[src/rtl/mem_pkg.sv]
// mem_pkg: shared types and constants for the MEM pipeline stage
// Contents: FSM state enum, ResultSrc encodings, default load-response timeout.
package mem_pkg;
   typedef enum logic {IDLE, WAIT_RSP} state_t;
   localparam logic [1:0] RES_ALU = 2'b00;
   localparam logic [1:0] RES_MEM = 2'b01;
   localparam logic [1:0] RES_PC4 = 2'b10;
   localparam int RSP_TIMEOUT_DEF = 16;
endpackage

[src/rtl/mem_rsp_timer.sv]
// mem_rsp_timer: clear/enable wait-cycle counter with timeout flag
// Ports: clk, rst (sync, active-high); i_clr restarts the count; i_en counts one wait cycle;
//        o_expired marks the RSP_TIMEOUT-th wait cycle.
module mem_rsp_timer
   import mem_pkg::*;
#(
   parameter int RSP_TIMEOUT = RSP_TIMEOUT_DEF,
   parameter int TMR_W       = 5
) (
   input  logic clk,
   input  logic rst,
   input  logic i_clr,
   input  logic i_en,
   output logic o_expired
);
   logic [TMR_W-1:0] r_cnt;
   // r_cnt holds the wait cycles already elapsed, so the current cycle is number r_cnt+1
   assign o_expired = r_cnt == TMR_W'(RSP_TIMEOUT - 1);
   always_ff @(posedge clk) begin
      if (rst || i_clr) r_cnt <= '0;
      else if (i_en && !o_expired) r_cnt <= r_cnt + 1'b1;
   end
endmodule

[src/rtl/mem_access_stage.sv]
// mem_access_stage: RISC-V MEM stage with valid/ready data-memory port and MEM/WB register
// Ports: EX/MEM inputs (*M); dmem request (valid/ready, we, addr, wdata) and load response
//        (rsp_valid, rsp_rdata); StallM to the hazard unit; MEM/WB outputs (*W);
//        bus_err sticky load-timeout flag; misalign_err one-cycle pulse.
// Build option: MEM_ALIGN_CHECK_EN drops misaligned accesses as bubbles and pulses misalign_err;
//        without it the address is word-aligned and misalign_err is tied low.
module mem_access_stage
   import mem_pkg::*;
#(
   parameter int RSP_TIMEOUT = RSP_TIMEOUT_DEF,
   parameter int TMR_W       = 5
) (
   input  logic        clk,
   input  logic        rst,
   input  logic        RegWriteM,
   input  logic        MemWriteM,
   input  logic        MemReadM,
   input  logic [1:0]  ResultSrcM,
   input  logic [4:0]  RdM,
   input  logic [31:0] ALUResultM,
   input  logic [31:0] WriteDataM,
   input  logic [31:0] PCPlus4M,
   output logic        dmem_req_valid,
   input  logic        dmem_req_ready,
   output logic        dmem_we,
   output logic [31:0] dmem_addr,
   output logic [31:0] dmem_wdata,
   input  logic        dmem_rsp_valid,
   input  logic [31:0] dmem_rsp_rdata,
   output logic        StallM,
   output logic        RegWriteW,
   output logic [1:0]  ResultSrcW,
   output logic [4:0]  RdW,
   output logic [31:0] ALUResultW,
   output logic [31:0] ReadDataW,
   output logic [31:0] PCPlus4W,
   output logic        bus_err,
   output logic        misalign_err
);
   state_t r_state, w_next;
   logic   w_op, w_wait, w_mis, w_req, w_accept_ld, w_rsp, w_timeout, w_expired;
   assign w_op   = MemReadM | MemWriteM;
   assign w_wait = r_state == WAIT_RSP;
`ifdef MEM_ALIGN_CHECK_EN
   logic r_misalign;
   assign w_mis        = !w_wait && w_op && (ALUResultM[1:0] != 2'b00);
   assign dmem_addr    = ALUResultM;
   assign misalign_err = r_misalign;
   always_ff @(posedge clk) r_misalign <= rst ? 1'b0 : w_mis;
`else
   assign w_mis        = 1'b0;
   assign dmem_addr    = {ALUResultM[31:2], 2'b00};
   assign misalign_err = 1'b0;
`endif
   // MemWriteM wins when both read and write are flagged
   assign dmem_we        = MemWriteM;
   assign dmem_wdata     = WriteDataM;
   assign dmem_req_valid = w_req;
   always_comb begin
      w_req       = !w_wait && w_op && !w_mis;
      w_accept_ld = w_req && dmem_req_ready && !MemWriteM;
      w_rsp       = w_wait && dmem_rsp_valid;
      w_timeout   = w_wait && !dmem_rsp_valid && w_expired;
      StallM      = w_wait ? !(w_rsp || w_timeout) : (w_req && (!dmem_req_ready || !MemWriteM));
      w_next      = w_accept_ld ? WAIT_RSP : (w_rsp || w_timeout) ? IDLE : r_state;
   end
   mem_rsp_timer #(.RSP_TIMEOUT(RSP_TIMEOUT), .TMR_W(TMR_W)) u_tmr (
      .clk      (clk),
      .rst      (rst),
      .i_clr    (w_accept_ld),
      .i_en     (w_wait),
      .o_expired(w_expired)
   );
   always_ff @(posedge clk) begin
      if (rst) begin
         r_state    <= IDLE;
         bus_err    <= 1'b0;
         RegWriteW  <= 1'b0;
         ResultSrcW <= '0;
         RdW        <= '0;
         ALUResultW <= '0;
         ReadDataW  <= '0;
         PCPlus4W   <= '0;
      end else begin
         r_state <= w_next;
         if (w_timeout) bus_err <= 1'b1;
         // a stalled cycle inserts a bubble; the other fields simply hold
         if (StallM) RegWriteW <= 1'b0;
         else begin
            RegWriteW  <= RegWriteM && !w_mis;
            ResultSrcW <= ResultSrcM;
            RdW        <= RdM;
            ALUResultW <= ALUResultM;
            PCPlus4W   <= PCPlus4M;
            if (w_wait) ReadDataW <= w_rsp ? dmem_rsp_rdata : '0;
         end
      end
   end
endmodule

[config.mk]
export PLATFORM = sky130hd
export DESIGN_NAME = mem_access_stage
export DESIGN_NICKNAME = d
export VERILOG_FILES = /design/src/rtl/mem_pkg.sv /design/src/rtl/mem_rsp_timer.sv /design/src/rtl/mem_access_stage.sv
export SDC_FILE = /design/constraint.sdc
export NUM_CORES = 1
export LEC_CHECK = 0
export CORE_ASPECT_RATIO = 0.8
export CORE_MARGIN = 2
export CORE_UTILIZATION = 39
export DETAILED_ROUTE_END_ITERATION = 12
export GPL_TIMING_DRIVEN = 0
export PLACE_DENSITY = 0.89
export RECOVER_POWER = 100
export SYNTH_ARGS = -nofsm -noshare
export SYNTH_HDL_FRONTEND = slang
export SYNTH_HIERARCHICAL = 1
export SYNTH_SLANG_ARGS = --single-unit
[constraint.sdc]
create_clock -name clk -period 2.3 [get_ports clk]
set_input_delay 0.345 -clock clk [delete_from_list [all_inputs] [get_ports clk]]
set_output_delay 0.345 -clock clk [all_outputs]
set_load 0.1 [all_outputs]
# Word level (Yosys, flattened, before mapping)
# Index checks and enable logic that the tools add are counted.
[word_totals]
reg_bits = 111
input_bits = 142
out_inout_bits = 173
elab_cells = 37
[op_classes]
addsub = 1
eq_ne = 1
n_mux = 4
n_bitwise = 2
n_reduce_logical = 20
[ops]
columns = ["cell", "count"]
rows = [
  ["32-bit 2-to-1 mux", 1],
  ["1-bit logical AND", 8],
  ["1-bit zero test", 6],
  ["5-bit by 1-bit adder with 5-bit output (second input constant)", 1],
  ["5-bit by 4-bit == test with 1-bit output (second input constant)", 1],
  ["1-bit logical OR", 3],
  ["1-bit 2-to-1 mux", 3],
  ["2-bit AND reduction", 1],
  ["2-bit nonzero test", 1],
  ["2-bit OR reduction", 1],
  ["1-bit NOT", 1],
  ["1-bit OR", 1],
]

# Depth between registers and ports, before layout
[depth]
ltp_word = 8
mapped_depth = 8
depth_no_buf = 6

# Cells and area by module
# Netlist, hierarchy kept.
[by_module_without_submodules]
columns = ["mod", "instances", "cells_each", "area_each_um2", "seq_area_each_um2"]
rows = [
  ["mem_access_stage", 1, 600, 5288.8, 2122.0],
  ["mem_rsp_timer", 1, 26, 241.5, 100.1],
]

# Worst setup path after synthesis
# No wires, ideal clock.
[synth_timing]
path_type = "input-to-output"
start = "in MemReadM"
end = "out dmem_req_valid"
arrival_time_ns = 1.867
t_required_ns = 1.955
path_slack_ns = 0.088
cell_stages = 3
path_buffers = 1
cell_sequence = "nor2_2 -> clkbuf_1 -> nor2_1"
[synth_via]
elab_chain_len = 2
[synth_lines]
columns = ["item", "line", "source"]
rows = [
  ["from (decl)", "mem_access_stage.sv:17", "input logic MemReadM,"],
  ["1-bit OR", "mem_access_stage.sv:42", "assign w_op = MemReadM | MemWriteM;"],
  ["1-bit logical AND", "mem_access_stage.sv:60", "w_req = !w_wait && w_op && !w_mis;"],
  ["to (decl)", "mem_access_stage.sv:23", "output logic dmem_req_valid,"],
]
# Every way passes these cells.

# Worst setup path after layout
[layout_timing]
start = "in ALUResultM[15]"
end = "out dmem_addr[15]"
[layout_lines]
columns = ["item", "line", "source"]
rows = [
  ["from (decl)", "mem_access_stage.sv:20", "input logic [31:0] ALUResultM,"],
  ["to (decl)", "mem_access_stage.sv:26", "output logic [31:0] dmem_addr,"],
]
# No word-level cell between the ends.

==> metrics <==
setup TNS=0 ps; Final period util=0.980; crit path max fanout=3; Hold-fix buffers, CTS=0; most instantiated cells after synthesis=o211ai_1, dfxtp_1, inv_1, nand3b_1, buf_4; Main synth FF type=dfxtp_1; die area=0.0152 sq mm; count leader, synth=o211ai_1; EDFF count, synth=0; CP startpoint kind=input pin; Fin. Hold Viols=0; die height=111 um; worst-path cell chain=clkdlybuf4s50_1, buf_4, clkbuf_1; Area growth, synth to finish=56.4%; Detail Placement HPWL=13,400 um; Syn Inst Count=626; Routed WL=17,900 um; Leak=0.00317 uW; Antenna Violating Nets Remaining=0; GPL Wtd Cong=0.818; largest net degree at the start of global routing=21; clk buf depth=2; Vias=5,652; routed wire length per instance=16.2 um; RSZ-0062 raised after global routing=no; asr flop ratio synth=0; Synth Warn #=6; Worst-Skew Late Latency=350 ps; ANT cells=0; final setup fails=0; WHS=471 ps; max cap viols=0; placed insts=1,087; sequential-to-total area share from yosys stat=0.402; status=finished, final reports clean; first-pass GRT wire length=27,900 um; Synth cell types=36; initial antenna violation count=0; fraction of layout cells with a size suffix above 1=0.130; Port Buffers=279; gr ovfl total=0; Num CTS Buffers=9; Synth area leader=dfxtp_1; Hold Path Class=reg -> reg; slowest cell delay on critical path=860 ps; Arr. time, crit path=1910 ps; syn_area_per_cell=8.83 sq um; routed vias/inst=5.11; DRT Pass-1 Iters=4; row count=38; peak supply drop=0.398 mV; number of global-route vias before repair=5,558; post-route cell area=0.00865 sq mm; post-synth top area share=0.402; Worst Path Required=1960 ps; Max-slew headroom=0.216; post-route core utilization=0.632; Fmax achieved=0.444 GHz; Synth Register Bits=111; CP endpoint kind=output port; pwr/cell area=690 mW/mm^2; clock slew at reported path FFs=70 ps; CTS tree=done; Final Skew=10.7 ps; Root Buffer Master=clkbuf_16; H-tree levels=3; Post-DP Area=0.00856 sq mm; worst slew pin tran=1180 ps; Synth area leaders=dfxtp_1, o211ai_1, nand3b_1; clock sinks=111; Pins Over Slew Limit=0; net count reported at finish=1,064; Total Routing Usage GR=0.227; initial drt markers=299; Core ar.=0.0137 sq mm; Starting Density=0.404; worst hold path depth=2; # DRC=0; crit path time final=2250 ps; Crit-path slowest cell=clkbuf_1; Crit Path Class=in -> out; I/O Pins=315; R2R depth=7; Post-Syn Area=0.00553 sq mm; Die W=137 um; Final Non-Filler Cells=1,105
==> final timing paths <==
kind / from / slack (ps) / end
setup reg to reg: u_tmr/r_cnt[0] / 270 / ReadDataW[26]
hold / removal: bus_err / 470 / bus_err
setup / recovery: ALUResultM[15] / 50 / dmem_addr[15]
hold reg to reg: bus_err / 470 / bus_err
==> logic make-up (layout without fill, tap and decap cells) <==
kind of cell,after synthesis,in the layout,share of synthesized area
adders and majority gates,2,2,0.00452
and+or+nand+nor,128,128,0.147
other,1,3,0.000678
AOI/OAI and AO/OA,185,185,0.251
DFF,111,111,0.402
buffers and inverters,197,494,0.192
xor gates and xnor gates,2,2,0.00317
==> what timing repair did <==
action | CTS | global route
endpoints found under the setup margin | 33 | 3
resized for setup | 48 | 3
endpoints found under the hold margin | 0 | 0
pin swaps | 0 | 1
setup buffers | 0 | 2
==> through the flow <==
stage / total power, uW / setup WS (ps)
5_1_grt: 6170 / 20.7
2_1_floorplan: 3790 / 88.4
4_1_cts: 6060 / 22.1
3_3_place_gp: 4420 / -884
6_report: 5970 / 46.7
3_5_place_dp: 4430 / -893
==> worst max-delay path, delay by kind of cell <==
kind	cells	cell delay, ps
buffers and inverters	3	1560
==> area by class of cell <==
cell class                      count  area [sq um]
Clock inverter                      7          86.3
Sequential cell                   111          2220
Inverter                           74           278
Buffer                            123           741
Tap cell                          180           225
Clock buffer                        9           225
Multi-Input combinational cell    320          2250
Fill cell                        1187          5040
Timing Repair Buffer              281          2620
==> report_power, final <==
group	internal, uW	leakage [uW]	switching, uW
clock network	872	0.000150	779
registers	2030	0.000908	58.3
logic	581	0.00211	1650
==> cell usage in the layout, fill, tap and decap left out, types with 2 or more instances in the layout <==
cell,synthesis,routed
clkbuf_16,0,9
or2_2,2,2
clkbuf_4,0,2
dfxtp_1,111,111
nor2_1,39,38
o211ai_1,142,142
and2_1,2,2
buf_4,66,67
nor2_2,1,2
a22oi_1,32,32
clkdlybuf4s50_1,0,180
nand2_1,3,3
inv_8,0,2
a21oi_1,3,3
clkbuf_2,0,8
inv_1,74,74
inv_6,0,2
nand3b_1,72,72
conb_1,1,3
dlygate4sd3_1,0,66
clkbuf_1,33,62
buf_2,17,17
==> sequential cells by signal, indices dropped and copies added, names as in the netlist, 2 cells and up <==
register     flops
RdW              5
ReadDataW       32
u_tmr/r_cnt      5
ALUResultW      32
ResultSrcW       2
PCPlus4W        32
==> routing by layer <==
layer / share of wire / track usage / up-vias / routed length [um]
li1: - / - / 2752 / -
met5: 0 / 0 / - / 0
met4: 0.011 / 0.0660 / 0 / 204
met2: 0.49 / 0.381 / 222 / 8710
met3: 0.078 / 0.0588 / 17 / 1410
met1: 0.42 / 0.285 / 2661 / 7620
Note: power is estimated with default switching activity, not from simulation.
